`config.mk`:
```
export PLATFORM = sky130hd
export DESIGN_NAME = alu_arbiter
export DESIGN_NICKNAME = d
export VERILOG_FILES = /design/src/rtl/alu_arbiter.sv
export SDC_FILE = /design/constraint.sdc
export NUM_CORES = 1
export LEC_CHECK = 0
export CAP_MARGIN = 0
export CORE_AREA = 3 3 212 214
export DETAILED_ROUTE_END_ITERATION = 10
export DIE_AREA = 0 0 215 217
export DONT_BUFFER_PORTS = 1
export PLACE_DENSITY = 0.34
export SKIP_LAST_GASP = 1
export SLEW_MARGIN = 15
export SYNTH_ARGS = -nofsm -noshare
export SYNTH_HDL_FRONTEND = slang
export SYNTH_SLANG_ARGS = --single-unit
```
`constraint.sdc`:
```
create_clock -name clk -period 1.8 [get_ports clk]
set_clock_uncertainty 0.1 [all_clocks]
set_input_delay 0.54 -clock clk [delete_from_list [all_inputs] [get_ports clk]]
set_output_delay 0.54 -clock clk [all_outputs]
set_load 0.05 [all_outputs]
```
`src/rtl/alu_arbiter.sv`:
```
// rtl/alu_arbiter.sv - round-robin sharing of one external ALU between two requesters
module alu_arbiter #(
  parameter int WIDTH   = 64,
  parameter int CNTRL_W = 3
) (
  input  logic               clk,
  input  logic               reset,
  input  logic [1:0]         req_valid,
  output logic [1:0]         req_ready,
  input  logic [WIDTH-1:0]   req0_a,
  input  logic [WIDTH-1:0]   req0_b,
  input  logic [CNTRL_W-1:0] req0_cntrl,
  input  logic [WIDTH-1:0]   req1_a,
  input  logic [WIDTH-1:0]   req1_b,
  input  logic [CNTRL_W-1:0] req1_cntrl,
  output logic [1:0]         resp_valid,
  input  logic [1:0]         resp_ready,
  output logic [WIDTH-1:0]   resp_result,
  output logic [3:0]         resp_flags,
  output logic               busy,
  output logic [WIDTH-1:0]   alu_a,
  output logic [WIDTH-1:0]   alu_b,
  output logic [CNTRL_W-1:0] alu_cntrl,
  input  logic [WIDTH-1:0]   alu_result,
  input  logic               alu_negative,
  input  logic               alu_zero,
  input  logic               alu_overflow,
  input  logic               alu_carry_out
);

  typedef enum logic [1:0] {
    IDLE = 2'b00,
    EXEC = 2'b01,
    RESP = 2'b10
  } state_t;

  state_t             state;
  logic               last_grant;
  logic               owner;
  logic [WIDTH-1:0]   op_a;
  logic [WIDTH-1:0]   op_b;
  logic [CNTRL_W-1:0] op_cntrl;
  logic [1:0]         grant;
  logic               owner_ready;

  // Round-robin pick: on a tie the requester not served last time wins
  always_comb begin
    grant = 2'b00;
    if (req_valid == 2'b11) begin
      grant = last_grant ? 2'b01 : 2'b10;
    end else begin
      grant = req_valid;
    end
  end

  // Accept only in IDLE; masked during reset so nothing is accepted that cycle
  always_comb begin
    req_ready = 2'b00;
    if (state == IDLE && !reset) begin
      req_ready = grant;
    end
  end

  // Response handshake is only ever taken from the current owner
  always_comb begin
    owner_ready = owner ? resp_ready[1] : resp_ready[0];
  end

  assign alu_a     = op_a;
  assign alu_b     = op_b;
  assign alu_cntrl = op_cntrl;

  // Transaction FSM with registered operands, results and status outputs
  always_ff @(posedge clk) begin
    if (reset) begin
      state       <= IDLE;
      last_grant  <= 1'b1;
      owner       <= 1'b0;
      op_a        <= '0;
      op_b        <= '0;
      op_cntrl    <= '0;
      resp_result <= '0;
      resp_flags  <= 4'b0000;
      resp_valid  <= 2'b00;
      busy        <= 1'b0;
    end else begin
      case (state)
        IDLE: begin
          if (grant != 2'b00) begin
            owner      <= grant[1];
            last_grant <= grant[1];
            op_a       <= grant[1] ? req1_a : req0_a;
            op_b       <= grant[1] ? req1_b : req0_b;
            op_cntrl   <= grant[1] ? req1_cntrl : req0_cntrl;
            state      <= EXEC;
            busy       <= 1'b1;
          end
        end
        EXEC: begin
          resp_result <= alu_result;
          resp_flags  <= {alu_negative, alu_zero, alu_overflow, alu_carry_out};
          resp_valid  <= owner ? 2'b10 : 2'b01;
          state       <= RESP;
        end
        RESP: begin
          if (owner_ready) begin
            resp_valid <= 2'b00;
            busy       <= 1'b0;
            state      <= IDLE;
          end
        end
        default: begin
          resp_valid <= 2'b00;
          busy       <= 1'b0;
          state      <= IDLE;
        end
      endcase
    end
  end

endmodule

```
==> results of run 1 <==
synthesized netlist by cell type, types with 2 or more instances:
master    count  area [sq um]
nor2_1        2          7.51
a311oi_2     44           661
o32ai_1       2          17.5
nor2b_1       3          18.8
buf_2        47           235
buf_4        12          90.1
mux2i_1       2          20.0
dfxtp_1     206          4120
nand2b_1      4          25.0
nand2_1     400          1500
buf_6        14           158
a311oi_1     87           762
a21oi_1     201          1010
clkbuf_1     40           150
nor4_1        2          12.5
final cells by class:
cell class	instances	area, sq um
clock buffers	42	822
clock inverters	6	36.3
fillers	4730	31800
inverters	1	3.75
multi-input cells	757	4190
flip-flops and latches	206	4350
well taps	585	732
repair buffers	89	1120
sequential cells by signal, indices dropped and copies added, names as in the netlist:
name and flops:
last_grant 1, resp_valid 2, busy 1, resp_result 64
owner 1, alu_cntrl 3, alu_a 64, resp_flags 4
alu_b 64, state 2
cells by family after synthesis:
family	count (synthesis)	synth area share (%)
muxes	2	0.225
DFF	206	46.4
buffers and inverters	115	7.21
and+or+nand+nor	414	17.9
AOI/OAI and AO/OA	341	28.3
stage by stage:
step / hold WS (ns) / area (sq um)
3_5_place_dp: 0.362 / 9990
2_1_floorplan: 0.447 / 8930
3_3_place_gp: 0.353 / 9990
4_1_cts: -0.0637 / 11100
6_report: 0.0246 / 11300
5_1_grt: -0.0129 / 11300
power by group through the flow:
| stage | registers [mW] | logic [mW] | clock network [mW] |
|---|---|---|---|
| after CTS | 6.99 | 2.65 | 5.40 |
| after detailed placement | 6.99 | 2.63 | 0 |
| after floorplan | 7.13 | 1.57 | 0 |
| after global placement | 6.99 | 2.60 | 0 |
| after global routing | 7.03 | 2.96 | 5.59 |
| final | 6.98 | 2.70 | 5.19 |
worst min path at each step:
stage                 endpoint  slack (ns)  depth (start not counted)
5_1_grt               state[1]       -0.01                          1
3_3_place_gp   resp_result[39]        0.35                          2
6_report              state[1]        0.02                          1
3_5_place_dp   resp_result[39]        0.36                          2
4_1_cts              alu_a[32]       -0.06                          1
2_1_floorplan            owner        0.45                          3
timing repair:
action / 4_1_cts / 5_1_grt
hold endpoints to repair: 169 / 58
pin swaps: 2 / 3
endpoints found under the setup margin: 177 / 14
resized for setup: 179 / 3
hold buffers: 4 / 5
setup buffers: 2 / 4
gates cloned: 0 / 1
layer usage:
| layer | vias to the layer above | track usage [%] | part of all wire, % |
|---|---|---|---|
| met3 | 59 | 5.81 | 11 |
| met4 | 0 | 4.56 | 2.8 |
| met5 | - | 0 | 0 |
| met2 | 399 | 24.4 | 48 |
| met1 | 3865 | 16.8 | 38 |
| li1 | 3801 | - | - |
worst register-to-register path, cell delays in order (launching register included):
cell and delay (ns):
dfxtp_4 0.36, buf_4 0.13, buf_4 0.15, a211o_1 0.32, buf_4 0.15, o32ai_1 0.08
dlygate4sd3_1 0.57
==> metrics.md, run 1 <==
| Metric | Value |
|---|---|
| Top cell family by delay on the critical path | `simple AND/OR/NAND/NOR gates` |
| Setup crit end | `req_ready[0]` |
| Clk Latency, worst-skew pair | `0.54 ns` |
| Unrepaired setup endpoints after global routing | `true` |
| Initial Utilization | `20.6%` |
| Worst path max stage delay | `about 0.34 ns` |
| Mapped cell area | `0.00889 sq mm` |
| Crit-path slowest cell | `dfxtp_2` |
| CP Depth | `4` |
| Fmax | `approximately 450 MHz` |
| H-tree depth | `1` |
| CTS tree | `done` |
| IO Port Bufs | `0` |
| Worst path cell trace | `nor2_4 -> buf_12 -> nor4bb_4 -> buf_12` |
| Die X | `215 microns` |
| Ys async rst share | `0%` |
| Setup crit start | `state[1]` |
| CTS root buf | `clkbuf_16` |
| Row Count | `76` |
| DR vias | `8,124` |
| Reg2reg path depth | `6` |
| Final HPWL DP | `25,300 microns` |
| Yosys warnings | `0` |
| Crit Reg-Reg Endpoint | `resp_valid[0]` |
| Bufs on Longest Clock Path | `3` |
| Drt first-iter violations | `about 500` |
| GPL Wtd Cong | `roughly 0.8` |
| Final Slew Violations | `0` |
| GRT Total Usage | `14.5%` |
| Setup TNS | `-0.885 ns` |
| Final Util | `about a quarter` |
| Post-synth cell types | `27` |
| Core Region | `0.0431 sq mm` |
| Number of CTS-inserted buffers | `26` |
| Fin crit share | `122%` |
| Required time worst endpoint | `1.16 ns` |
| Die area | `0.0467 sq mm` |
| Cells after Synth | `1,078` |
| WL final | `36,800 microns` |
| Seq cells post-synth | `206` |
| Finished Layout Cells | `1,686` |
| Post-layout min period | `2.20 ns` |
| Worst slew pin tran | `0.717 ns` |
| Sw Pwr | `5.53 mW` |
| Clock transition at path regs | `0.06 ns` |
| Dpl cells | `1,624` |
| Syn_nets | `1,414` |
| Worst setup margin | `-0.399 ns` |
| Most frequent cells in the layout | `nand2_1, a21oi_1, dfxtp_2` |
| Failing checks | `negative setup slack` |
| Initial antenna violation count | `0` |
| WL/cell | `21.8 microns` |
| Antenna Cells | `0` |
| Crit. End Element | `output port` |
| Hold_sp | `reset` |
| Final ANT Viol Nets | `0` |
| Commonest non-fill, non-tap cell in the layout | `nand2_1` |
| PD cells | `between 1000 and 1500 mW/mm^2` |
| Internal | `around 9.3 mW` |
| Number of synthesized flops with an enable pin | `0` |
| Setup violators final | `3` |
| # DRC | `0` |
| Peak supply drop | `0.676 mV` |
| MaxCap Viol Count | `0` |
| Seq pwr share | `46.9%` |
| Buf+Inv Stages, Crit Path | `2` |
| Vias in the first global route | `8,300` |
| First-pass GRT wire length | `around 53,000 microns` |
| Top_reg_cell synth | `dfxtp_1` |
| Nets | `1,417` |
| GRT overflow | `0` |
| Setup Crit Path Kind | `flop to output port` |
| Comb power frac | `18.1%` |
| Power, Total | `14.9 mW` |
| Clock Sinks | `206` |
| Number of I/O pins | `540` |
| Most Frequent Cell on Critical Path | `buf_12` |
| DRT Pass-1 Iters | `5` |
| Largest net degree at the start of global routing | `between 200 and 250` |
| Switching portion of total power | `37.2%` |
| Syn Area/Cell | `between 8 and 9 sq um` |
| DP Worst Slack | `-0.0382 ns` |
| Vias per inst | `4.82` |
| Status | `finished with violations` |
| Worst rel slew slack | `about 52%` |
| CP max FO | `3` |
| Share of layout cells above drive strength 1 | `32.1%` |
| Setup slack on the worst flop-to-flop path | `-0.11 ns` |
| Clock share of power | `between 30% and 40%` |
| P&R area growth vs syn | `26.5%` |
| Sequential share of the synthesized area | `46.4%` |
| Die height | `between 200 and 250 microns` |
| Hold crit path type | `input pin to flop` |
| Final hold vios | `0` |
| Type of origin of the critical path | `flop` |
| Worst Path Arrival | `1.56 ns` |
| Pleak | `4.05 nW` |
| R2R Path Start | `state[0]` |
(Power assumes the default switching activity.)
==> run 2: changes to the inputs <==
- GPL_ROUTABILITY_DRIVEN: default -> 0
- TNS_END_PERCENT: default -> 20
==> run 2 against run 1 <==
The flow still finishes with violations (negative setup slack). Combinational power fell by 6%. Register-to-register slack improved by 0.20 ns. Utilization decreased by 0.73 points. Cell count fell by 0.95%. Via count fell by 1.1%. Die area unchanged. Critical path type unchanged. Wire length grew 0.45%. Worst setup slack got worse by 0.069 ns. Flip-flop and latch count is the same.
==> metrics.md, run 2 (same netlist as run 1, synthesis figures left out) <==
| Metric | Value |
|---|---|
| Seq pwr share | `46.3% (was 46.9%)` |
| DRT Pass-1 Iters | `5 (unchanged)` |
| Setup Crit Path Kind | `flop to output port (unchanged)` |
| MaxCap Viol Count | `0 (unchanged)` |
| Fmax | `441 MHz (was 455 MHz)` |
| Sw Pwr | `5.52 mW (was 5.53 mW)` |
| Type of origin of the critical path | `flop (unchanged)` |
| Worst setup margin | `-0.468 ns (was -0.399 ns)` |
| Crit. End Element | `output port (unchanged)` |
| Clock share of power | `36.7% (was 34.9%)` |
| Bufs on Longest Clock Path | `3 (unchanged)` |
| Die X | `215 microns (unchanged)` |
| Final Util | `25.4% (was 26.1%)` |
| IO Port Bufs | `0 (unchanged)` |
| Switching portion of total power | `36.8% (was 37.2%)` |
| Comb power frac | `17.0% (was 18.1%)` |
| Initial Utilization | `20.6% (unchanged)` |
| Hold WS | `0.0222 ns (was 0.0246 ns)` |
| Vias in the first global route | `8,137 (was 8,300)` |
| Row Count | `76 (unchanged)` |
| Fillcell total | `4,726 (was 4,730)` |
| Final hold vios | `0 (unchanged)` |
| # DRC | `0 (unchanged)` |
| Final HPWL DP | `25,500 microns (was 25,300 microns)` |
| Worst Path Arrival | `1.63 ns (was 1.56 ns)` |
| Unrepaired setup endpoints after global routing | `true (unchanged)` |
| Status | `finished with violations (unchanged)` |
| Peak supply drop | `0.595 mV (was 0.676 mV)` |
| Commonest non-fill, non-tap cell in the layout | `nand2_1 (unchanged)` |
| Clk Latency, worst-skew pair | `0.55 ns (was 0.54 ns)` |
| Power, Total | `15.0 mW (was 14.9 mW)` |
| WL met3 | `4160 microns (was 3970 microns)` |
| CTS root buf | `clkbuf_16 (unchanged)` |
| Final Slew Violations | `0 (unchanged)` |
| First-pass GRT wire length | `53,500 microns (was 53,300 microns)` |
| GRT overflow | `0 (unchanged)` |
| M1 WL | `14,600 microns (was 14,000 microns)` |
| Fin crit share | `126% (was 122%)` |
| PD cells | `1370 mW/mm^2 (was 1320 mW/mm^2)` |
| Number of I/O pins | `540 (unchanged)` |
| CP max FO | `2 (was 3)` |
| DR vias | `8,034 (was 8,124)` |
| Met2 wire length | `17,400 microns (was 17,800 microns)` |
| P&R area growth vs syn | `23.0% (was 26.5%)` |
| Antenna Cells | `0 (unchanged)` |
| Die area | `0.0467 sq mm (unchanged)` |
| GRT Total Usage | `14.4% (was 14.5%)` |
| Finished Layout Cells | `1,670 (was 1,686)` |
| Most frequent cells in the layout | `nand2_1, a21oi_1, dfxtp_1 (was nand2_1, a21oi_1, dfxtp_2)` |
| Internal | `9.47 mW (was 9.34 mW)` |
| Largest net degree at the start of global routing | `212 (unchanged)` |
| Drt first-iter violations | `463 (was 504)` |
| Worst rel slew slack | `60.8% (was 52.2%)` |
| WL final | `37,000 microns (was 36,800 microns)` |
| Vias per inst | `4.81 (was 4.82)` |
| Nets | `1,405 (was 1,417)` |
| H-tree depth | `1 (unchanged)` |
| Share of layout cells above drive strength 1 | `21.4% (was 32.1%)` |
| Failing checks | `negative setup slack (unchanged)` |
| Setup violators final | `114 (was 3)` |
| Clock transition at path regs | `0.06 ns (about the same)` |
| Hold crit path type | `input pin to flop (unchanged)` |
| Dpl cells | `1,619 (was 1,624)` |
| Final ANT Viol Nets | `0 (unchanged)` |
| Post-layout min period | `2.27 ns (was 2.20 ns)` |
| Pleak | `3.93 nW (was 4.05 nW)` |
| Required time worst endpoint | `1.16 ns (about the same)` |
| Worst slew pin tran | `0.586 ns (was 0.717 ns)` |
| Initial antenna violation count | `1 (was 0)` |
| Die height | `217 microns (unchanged)` |
| Core Region | `0.0431 sq mm (unchanged)` |
| CTS tree | `done (unchanged)` |
| Max Used Layer | `met5 (was met4)` |
| Number of CTS-inserted buffers | `26 (unchanged)` |
| Clock Sinks | `206 (unchanged)` |
| WL/cell | `22.1 microns (was 21.8 microns)` |
## run 2: per-layer routing
layer / global-route usage [%] / vias to the layer above
met3: 6.12 / 43
met1: 17.3 / 3816
met2: 23.9 / 393
met5: 0 / -
li1: - / 3780
met4: 3.90 / 2
## run 2: power groups by stage
stage | registers (mW) | clock network, mW | logic [mW]
detailed placement | 7.01 | 0 | 2.52
global route | 7.00 | 5.85 | 2.80
global placement | 7.02 | 0 | 2.48
floorplan | 7.13 | 0 | 1.57
finish | 6.95 | 5.50 | 2.54
CTS | 6.94 | 5.68 | 2.54
## run 2: path summary, 6_finish.rpt
kind	start	end	slack, ns	depth (start not counted)
setup / recovery	last_grant	req_ready[1]	-0.47	3
hold / removal	alu_result[7]	resp_result[7]	0.02	2
setup reg to reg	state[1]	alu_b[6]	0.09	6
hold reg to reg	resp_valid[1]	resp_valid[1]	0.41	2
## run 2: cell type report
| type | instances | area (sq um) | share of cell area (%) |
|---|---|---|---|
| Timing Repair Buffer | 77 | 920 | 8.41 |
| Sequential cell | 206 | 4210 | 38.4 |
| Clock buffer | 34 | 732 | 6.69 |
| Multi-Input combinational cell | 757 | 4190 | 38.3 |
| Clock inverter | 10 | 154 | 1.41 |
| Inverter | 1 | 3.75 | 0.0343 |
| Tap cell | 585 | 732 | 6.69 |
## run 2: through the flow
stage                     worst slack [ns]  area (sq um)  TNS (ns)
final                               -0.468         10900     -3.21
after global routing                -0.529         10900     -7.97
after CTS                           -0.556         10800    -10.16
after detailed placement           -0.0722          9870    -0.100
after global placement             -0.0641          9870   -0.0887
after floorplan                     -0.398          8920    -0.771
## run 2: critical path: stages (launching register included)
cell	delay [ns]
dfxtp_2	0.32
a21bo_4	0.21
nor4_4	0.36
buf_12	0.19
## run 2: repair_timing
| item | in CTS | in global routing |
|---|---|---|
| hold buffers | 1 | 3 |
| pin swaps | 4 | 3 |
| buffers inserted | 3 | 0 |
| setup endpoints to repair | 179 | 152 |
| endpoints found under the hold margin | 111 | 57 |
| resized for setup | 35 | 31 |
